$ cat src/rtl/rs_alloc_if.sv
// rs_alloc_if: dispatch, wakeup and issue-grant signals of the reservation-station allocator.
interface rs_alloc_if #(parameter int N_ENTRY = 4, parameter int TAG_W = 4);
  logic               disp_valid_i;
  logic               disp_ready_o;
  logic [TAG_W-1:0]   disp_dest_i;
  logic [TAG_W-1:0]   disp_src1_i;
  logic [TAG_W-1:0]   disp_src2_i;
  logic               disp_src1_rdy_i;
  logic               disp_src2_rdy_i;
  logic               cdb_valid_i;
  logic [TAG_W-1:0]   cdb_tag_i;
  logic               allocate_o;
  logic [N_ENTRY-1:0] entry_free_o;
  logic [N_ENTRY-1:0] entry_ready_o;
  logic [N_ENTRY-1:0] entry_sel_i;
  logic               issue_valid_o;
  logic [TAG_W-1:0]   issue_dest_o;
  modport master (
    output disp_valid_i, disp_dest_i, disp_src1_i, disp_src2_i, disp_src1_rdy_i, disp_src2_rdy_i,
           cdb_valid_i, cdb_tag_i, entry_sel_i,
    input  disp_ready_o, allocate_o, entry_free_o, entry_ready_o, issue_valid_o, issue_dest_o
  );
  modport slave (
    input  disp_valid_i, disp_dest_i, disp_src1_i, disp_src2_i, disp_src1_rdy_i, disp_src2_rdy_i,
           cdb_valid_i, cdb_tag_i, entry_sel_i,
    output disp_ready_o, allocate_o, entry_free_o, entry_ready_o, issue_valid_o, issue_dest_o
  );
endinterface

$ cat src/rtl/rs_alloc.sv
// rs_alloc: reservation-station entry allocator with CDB wakeup and grant-driven release.
module rs_alloc #(
  parameter int N_ENTRY = 4,
  parameter int TAG_W   = 4
) (
  input logic     clk_i,
  input logic     reset_i,
  rs_alloc_if.slave bus
);
  logic [N_ENTRY-1:0] r_free, r_rdy1, r_rdy2;
  logic [TAG_W-1:0]   r_dest [N_ENTRY];
  logic [TAG_W-1:0]   r_src1 [N_ENTRY];
  logic [TAG_W-1:0]   r_src2 [N_ENTRY];
  logic [N_ENTRY-1:0] w_ready, w_sel, w_rel, w_alloc;
  logic               w_byp1, w_byp2;
  // Allocation target comes from the registered free mask only, so an entry
  // released this cycle cannot be reallocated until the next one.
  always_comb begin
    w_ready            = ~r_free & r_rdy1 & r_rdy2;
    w_sel              = bus.entry_sel_i & (~bus.entry_sel_i + N_ENTRY'(1));
    w_rel              = w_sel & w_ready;
    bus.disp_ready_o   = |r_free;
    bus.allocate_o     = bus.disp_valid_i & bus.disp_ready_o;
    w_alloc            = bus.allocate_o ? (r_free & (~r_free + N_ENTRY'(1))) : '0;
    w_byp1             = bus.cdb_valid_i && (bus.disp_src1_i == bus.cdb_tag_i);
    w_byp2             = bus.cdb_valid_i && (bus.disp_src2_i == bus.cdb_tag_i);
    bus.entry_free_o   = r_free;
    bus.entry_ready_o  = w_ready;
    bus.issue_valid_o  = |w_rel;
    bus.issue_dest_o   = '0;
    for (int i = 0; i < N_ENTRY; i++)
      bus.issue_dest_o = bus.issue_dest_o | (w_rel[i] ? r_dest[i] : '0);
  end
  always_ff @(posedge clk_i) begin
    if (reset_i) begin
      r_free <= '1;
      r_rdy1 <= '0;
      r_rdy2 <= '0;
      for (int i = 0; i < N_ENTRY; i++) begin
        r_dest[i] <= '0;
        r_src1[i] <= '0;
        r_src2[i] <= '0;
      end
    end else begin
      for (int i = 0; i < N_ENTRY; i++) begin
        if (w_alloc[i]) begin
          r_free[i] <= 1'b0;
          r_dest[i] <= bus.disp_dest_i;
          r_src1[i] <= bus.disp_src1_i;
          r_src2[i] <= bus.disp_src2_i;
          r_rdy1[i] <= bus.disp_src1_rdy_i | w_byp1;
          r_rdy2[i] <= bus.disp_src2_rdy_i | w_byp2;
        end else if (w_rel[i]) begin
          r_free[i] <= 1'b1;
          r_rdy1[i] <= 1'b0;
          r_rdy2[i] <= 1'b0;
        end else if (!r_free[i] && bus.cdb_valid_i) begin
          if (r_src1[i] == bus.cdb_tag_i) r_rdy1[i] <= 1'b1;
          if (r_src2[i] == bus.cdb_tag_i) r_rdy2[i] <= 1'b1;
        end
      end
    end
  end
endmodule

$ cat src/flat_wrapper.sv
// flat-port wrapper written by rule: the top's interface ports become plain ports
module rs_alloc_flat 
#(
  parameter int N_ENTRY = 4,
  parameter int TAG_W   = 4
)
  (clk_i, reset_i, bus_disp_valid_i, bus_disp_dest_i, bus_disp_src1_i, bus_disp_src2_i, bus_disp_src1_rdy_i, bus_disp_src2_rdy_i, bus_cdb_valid_i, bus_cdb_tag_i, bus_entry_sel_i, bus_disp_ready_o, bus_allocate_o, bus_entry_free_o, bus_entry_ready_o, bus_issue_valid_o, bus_issue_dest_o);
  rs_alloc_if #(.N_ENTRY(N_ENTRY), .TAG_W(TAG_W)) bus_i ();
  input logic clk_i;
  input logic reset_i;
  input wire logic [$bits(bus_i.disp_valid_i)-1:0] bus_disp_valid_i;
  input wire logic [$bits(bus_i.disp_dest_i)-1:0] bus_disp_dest_i;
  input wire logic [$bits(bus_i.disp_src1_i)-1:0] bus_disp_src1_i;
  input wire logic [$bits(bus_i.disp_src2_i)-1:0] bus_disp_src2_i;
  input wire logic [$bits(bus_i.disp_src1_rdy_i)-1:0] bus_disp_src1_rdy_i;
  input wire logic [$bits(bus_i.disp_src2_rdy_i)-1:0] bus_disp_src2_rdy_i;
  input wire logic [$bits(bus_i.cdb_valid_i)-1:0] bus_cdb_valid_i;
  input wire logic [$bits(bus_i.cdb_tag_i)-1:0] bus_cdb_tag_i;
  input wire logic [$bits(bus_i.entry_sel_i)-1:0] bus_entry_sel_i;
  output wire logic [$bits(bus_i.disp_ready_o)-1:0] bus_disp_ready_o;
  output wire logic [$bits(bus_i.allocate_o)-1:0] bus_allocate_o;
  output wire logic [$bits(bus_i.entry_free_o)-1:0] bus_entry_free_o;
  output wire logic [$bits(bus_i.entry_ready_o)-1:0] bus_entry_ready_o;
  output wire logic [$bits(bus_i.issue_valid_o)-1:0] bus_issue_valid_o;
  output wire logic [$bits(bus_i.issue_dest_o)-1:0] bus_issue_dest_o;
  assign bus_i.disp_valid_i = bus_disp_valid_i;
  assign bus_i.disp_dest_i = bus_disp_dest_i;
  assign bus_i.disp_src1_i = bus_disp_src1_i;
  assign bus_i.disp_src2_i = bus_disp_src2_i;
  assign bus_i.disp_src1_rdy_i = bus_disp_src1_rdy_i;
  assign bus_i.disp_src2_rdy_i = bus_disp_src2_rdy_i;
  assign bus_i.cdb_valid_i = bus_cdb_valid_i;
  assign bus_i.cdb_tag_i = bus_cdb_tag_i;
  assign bus_i.entry_sel_i = bus_entry_sel_i;
  assign bus_disp_ready_o = bus_i.disp_ready_o;
  assign bus_allocate_o = bus_i.allocate_o;
  assign bus_entry_free_o = bus_i.entry_free_o;
  assign bus_entry_ready_o = bus_i.entry_ready_o;
  assign bus_issue_valid_o = bus_i.issue_valid_o;
  assign bus_issue_dest_o = bus_i.issue_dest_o;
  rs_alloc #(.N_ENTRY(N_ENTRY), .TAG_W(TAG_W)) u_core (.clk_i(clk_i), .reset_i(reset_i), .bus(bus_i));
endmodule
$ cat config.mk
export PLATFORM = sky130hd
export DESIGN_NAME = rs_alloc_flat
export DESIGN_NICKNAME = d
export VERILOG_FILES = /design/src/rtl/rs_alloc_if.sv /design/src/rtl/rs_alloc.sv /design/src/flat_wrapper.sv
export SDC_FILE = /design/constraint.sdc
export NUM_CORES = 1
export LEC_CHECK = 0
export ABC_AREA = 1
export CORE_AREA = 2 2 93 95
export DETAILED_ROUTE_END_ITERATION = 7
export DIE_AREA = 0 0 95 97
export DONT_BUFFER_PORTS = 1
export SLEW_MARGIN = 20
export SYNTH_ARGS = -nofsm -noshare
export SYNTH_HDL_FRONTEND = slang
export SYNTH_SLANG_ARGS = --single-unit
export TNS_END_PERCENT = 30
$ cat constraint.sdc
create_clock -name clk_i -period 2.45 [get_ports clk_i]
set_input_delay 0.3675 -clock clk_i [delete_from_list [all_inputs] [get_ports clk_i]]
set_output_delay 0.3675 -clock clk_i [all_outputs]
set_load 0.1 [all_outputs]
==> impl_metrics.py <==
metrics = {
    "clocking": {
        "clock_latency_ps": 340,
        "tritoncts": "yes",
        "cts_max_path_buffers": 2,
        "cts.repair.resized": 0,
        "numCtsBuffers": 9,
        "ctsHoldBuffers": 0,
        "root_buffer": "clkbuf_8",
        "postCtsSetupRepairBufs": 0,
        "htree_levels": 3,
        "cts.sinks": 60,
        "clk_pin_slew_worst_paths_ps": 70,
    },
    "layout": {
        "drive_gt1_frac": 0.140,
        "antenna_cells": 0,
        "fin_area_sq_mm": 0.00363,
        "syn2layout_area_growth_pct": 14.6,
        "final_cells": 533,
        "fill_cells": 780,
        "fin_util": 0.447,
        "nets": 449,
    },
    "setup_path": {
        "worstPathArrival_ps": 1800,
        "endpoint": "bus_issue_dest_o[3]",
        "critPathLaunch": "u_core.bus.entry_free_o[2]",
        "critPathRequiredTime_ps": 2080,
        "max_stage_delay_ps": 410,
        "path_cells": "inv_1 > nand3_1 > nor2_1 > nand2_1 > nand4_1 > buf_12",
        "cp_top_family": "simple AND/OR/NAND/NOR gates",
        "path_depth": 6,
        "cp-end-kind": "output pin",
        "r2r_slack_ps": 710,
        "crit_slowest_cell": "nor2_1",
        "worstPathMaxFanout": 6,
        "criticalPathCategory": "reg -> out",
        "r2r_end": "u_core.r_rdy1[0]",
        "start_kind": "register",
        "reg2regPathDepth": 7,
        "crit_buf_inv": 2,
        "worst_r2r_startpoint": "u_core.bus.entry_free_o[1]",
    },
    "timing": {
        "final_max_slew_viol_count": 0,
        "finalCritPeriodShare": 0.884,
        "clock.fmax_mhz": 462,
        "setup_viol": 0,
        "final.setup_skew_ps": 6.41,
        "period_minus_slack_ps": 2170,
        "slew_headroom": 0.561,
        "worst_pin_slew_ps": 657,
        "rsz0062_at_grt": "false",
        "final-hold-violation-count": 0,
    },
    "synth": {
        "synthDistinctLibCells": 21,
        "avgSynthCellArea_sq_um": 7.81,
        "synth.top_cell.area_share": 0.455,
        "synth_area_sq_mm": 0.00317,
        "synthesis.nets": 432,
        "ys_ff_latch": 60,
        "yosysSeqAreaShare": 0.531,
        "synth_top_cell_by_area": "edfxtp_1",
        "synth.area.top_cells": "edfxtp_1 45%, nand2_1 16%, nor2_1 8.5%, dfxtp_1 7.6%, inv_1 7.3%",
        "syn_inst": 406,
        "ys.warnings.count": 0,
    },
    "drt": {
        "postRouteAntennaNets": 0,
        "drt_iter0_markers": 165,
        "dr.pass1.iters": 4,
        "avgRoutedWirePerCell_um": 15.1,
        "vias": 2579,
        "drc_errors": 0,
        "viasPerCell": 4.84,
        "finalWirelength_um": 8060,
    },
    "floorplanning": {
        "initial_core_util": 0.390,
        "die-area_sq_mm": 0.00922,
        "die_h_um": 97,
        "num_rows": 33,
        "die_w_um": 95,
        "core-area_sq_mm": 0.00813,
        "io_pins": 41,
    },
    "place": {
        "port_buffers": 0,
        "place_congestion": 0.815,
        "post-dp-hpwl_um": 5890,
        "dp_cells": 517,
        "place_area_sq_mm": 0.00344,
    },
    "outcome": {
        "status": "finished clean",
    },
    "global_route": {
        "grt_pass1_wl_um": 12800,
        "grt_pass1_vias": 2443,
        "antenna_found_initial": 0,
        "grt.total_usage": 0.187,
        "grt_start_max_net_pins": 14,
        "grt_overflow": 0,
    },
    "min_path": {
        "min_path_cells": 3,
        "hold_class": "in -> reg",
    },
    "power_and_ir_drop": {
        "p_per_area_mw_per_mm2": 635,
        "peakVddDrop_mv": 0.258,
        "p_leak_nw": 1.69,
    },
    "job": {
        "maxCapViolCount": 0,
    },
}
where the power goes:
group | leakage (nW) | total, mW | switching, mW | internal (mW)
combinational | 0.982 | 0.225 | 0.162 | 0.0624
clock | 0.103 | 0.875 | 0.388 | 0.486
sequential | 0.601 | 1.21 | 0.0433 | 1.16
total | 1.69 | 2.30 | 0.594 | 1.71
placed cells by master, fill, tap and decap left out:
cell / netlist / final
nor2_4: 1 / 2
o21bai_1: 2 / 2
inv_2: 5 / 7
buf_12: 0 / 6
dfxtp_4: 0 / 1
nor2_1: 72 / 71
xnor2_1: 6 / 6
a31oi_1: 4 / 4
buf_4: 0 / 8
dfxtp_1: 12 / 9
nand4_1: 6 / 6
and3_1: 1 / 1
clkinvlp_4: 0 / 1
xor2_1: 2 / 2
clkinv_1: 1 / 2
nand2_2: 1 / 2
inv_1: 62 / 59
nand2_1: 138 / 137
nand3_1: 18 / 17
dfxtp_2: 0 / 2
clkbuf_8: 0 / 10
nor2_2: 14 / 14
bufinv_16: 0 / 1
o21ai_0: 4 / 4
clkinv_2: 0 / 4
nand3_2: 1 / 2
edfxtp_1: 48 / 48
cell families (layout without fill, tap and decap cells):
family / Yosys count / in the layout / synth area share
simple gates: 252 / 252 / 0.327
buf+inv: 76 / 98 / 0.101
flops: 60 / 60 / 0.531
compound gates: 10 / 10 / 0.0189
xor+xnor: 8 / 8 / 0.0221
Yosys cell counts (all sizes together):
master,number
nand2,139
nand4,6
and3,1
buf,8
nand3,19
edfxtp,48
o21ai,4
nor2,87
dfxtp,12
a31oi,4
xnor2,6
clkinv,1
inv,67
xor2,2
o21bai,2
state kept, by name, summed over array words and instances, names as in the netlist:
register / cells
u_core.r_rdy2: 4
u_core.r_dest: 16
u_core.r_rdy1: 4
u_core.bus.entry_free_o: 4
u_core.r_src2: 16
u_core.r_src1: 16
how the worst min path moves through the flow:
stage                     slack, ps                to             start
after floorplan                 490  u_core.r_rdy2[0]  u_core.r_rdy2[0]
after global placement          510  u_core.r_rdy1[2]  u_core.r_rdy1[2]
after detailed placement        510  u_core.r_rdy2[0]  u_core.r_rdy2[0]
after CTS                       190  u_core.r_rdy2[0]           reset_i
after global routing            210  u_core.r_rdy1[0]           reset_i
final                           210  u_core.r_rdy1[0]           reset_i
per-layer routing:
metal,vias up,wire (um),GRT usage,part of all wire
met3,11,418,0.0436,0.052
met2,73,4030,0.303,0.50
met5,-,0,0,0
li1,1283,-,-,-
met1,1212,3470,0.240,0.43
met4,0,145,0.0702,0.018
area by class of cell:
class / count / area [sq um] / share of cell area
inverter: 68 / 259 / 0.0713
multi-input combinational: 270 / 1180 / 0.326
timing repair buffer: 14 / 180 / 0.0496
clock inverter: 6 / 53.8 / 0.0148
sequential: 60 / 1690 / 0.465
clock buffer: 10 / 138 / 0.0379
tap: 105 / 131 / 0.0362
worst reg2reg max path, stage by stage, from the launching register on:
cell and delay, ps:
dfxtp_4 570, nor2_2 110, nand2_2 100, nand3_2 90, nand2_1 480, nor2_1 130
nand2_1 110, nand2_1 50
per-stage QoR:
step	power [mW]	hold WS [ps]	TNS, ps	worst slack, ps
final	2.30	206	0	284
after global routing	2.39	213	0	89.6
after CTS	2.31	192	0	262
after detailed placement	1.45	515	0	631
after global placement	1.45	514	0	617
after floorplan	1.40	491	-1550	-297
No activity file was read; power rests on OpenSTA's default activity.
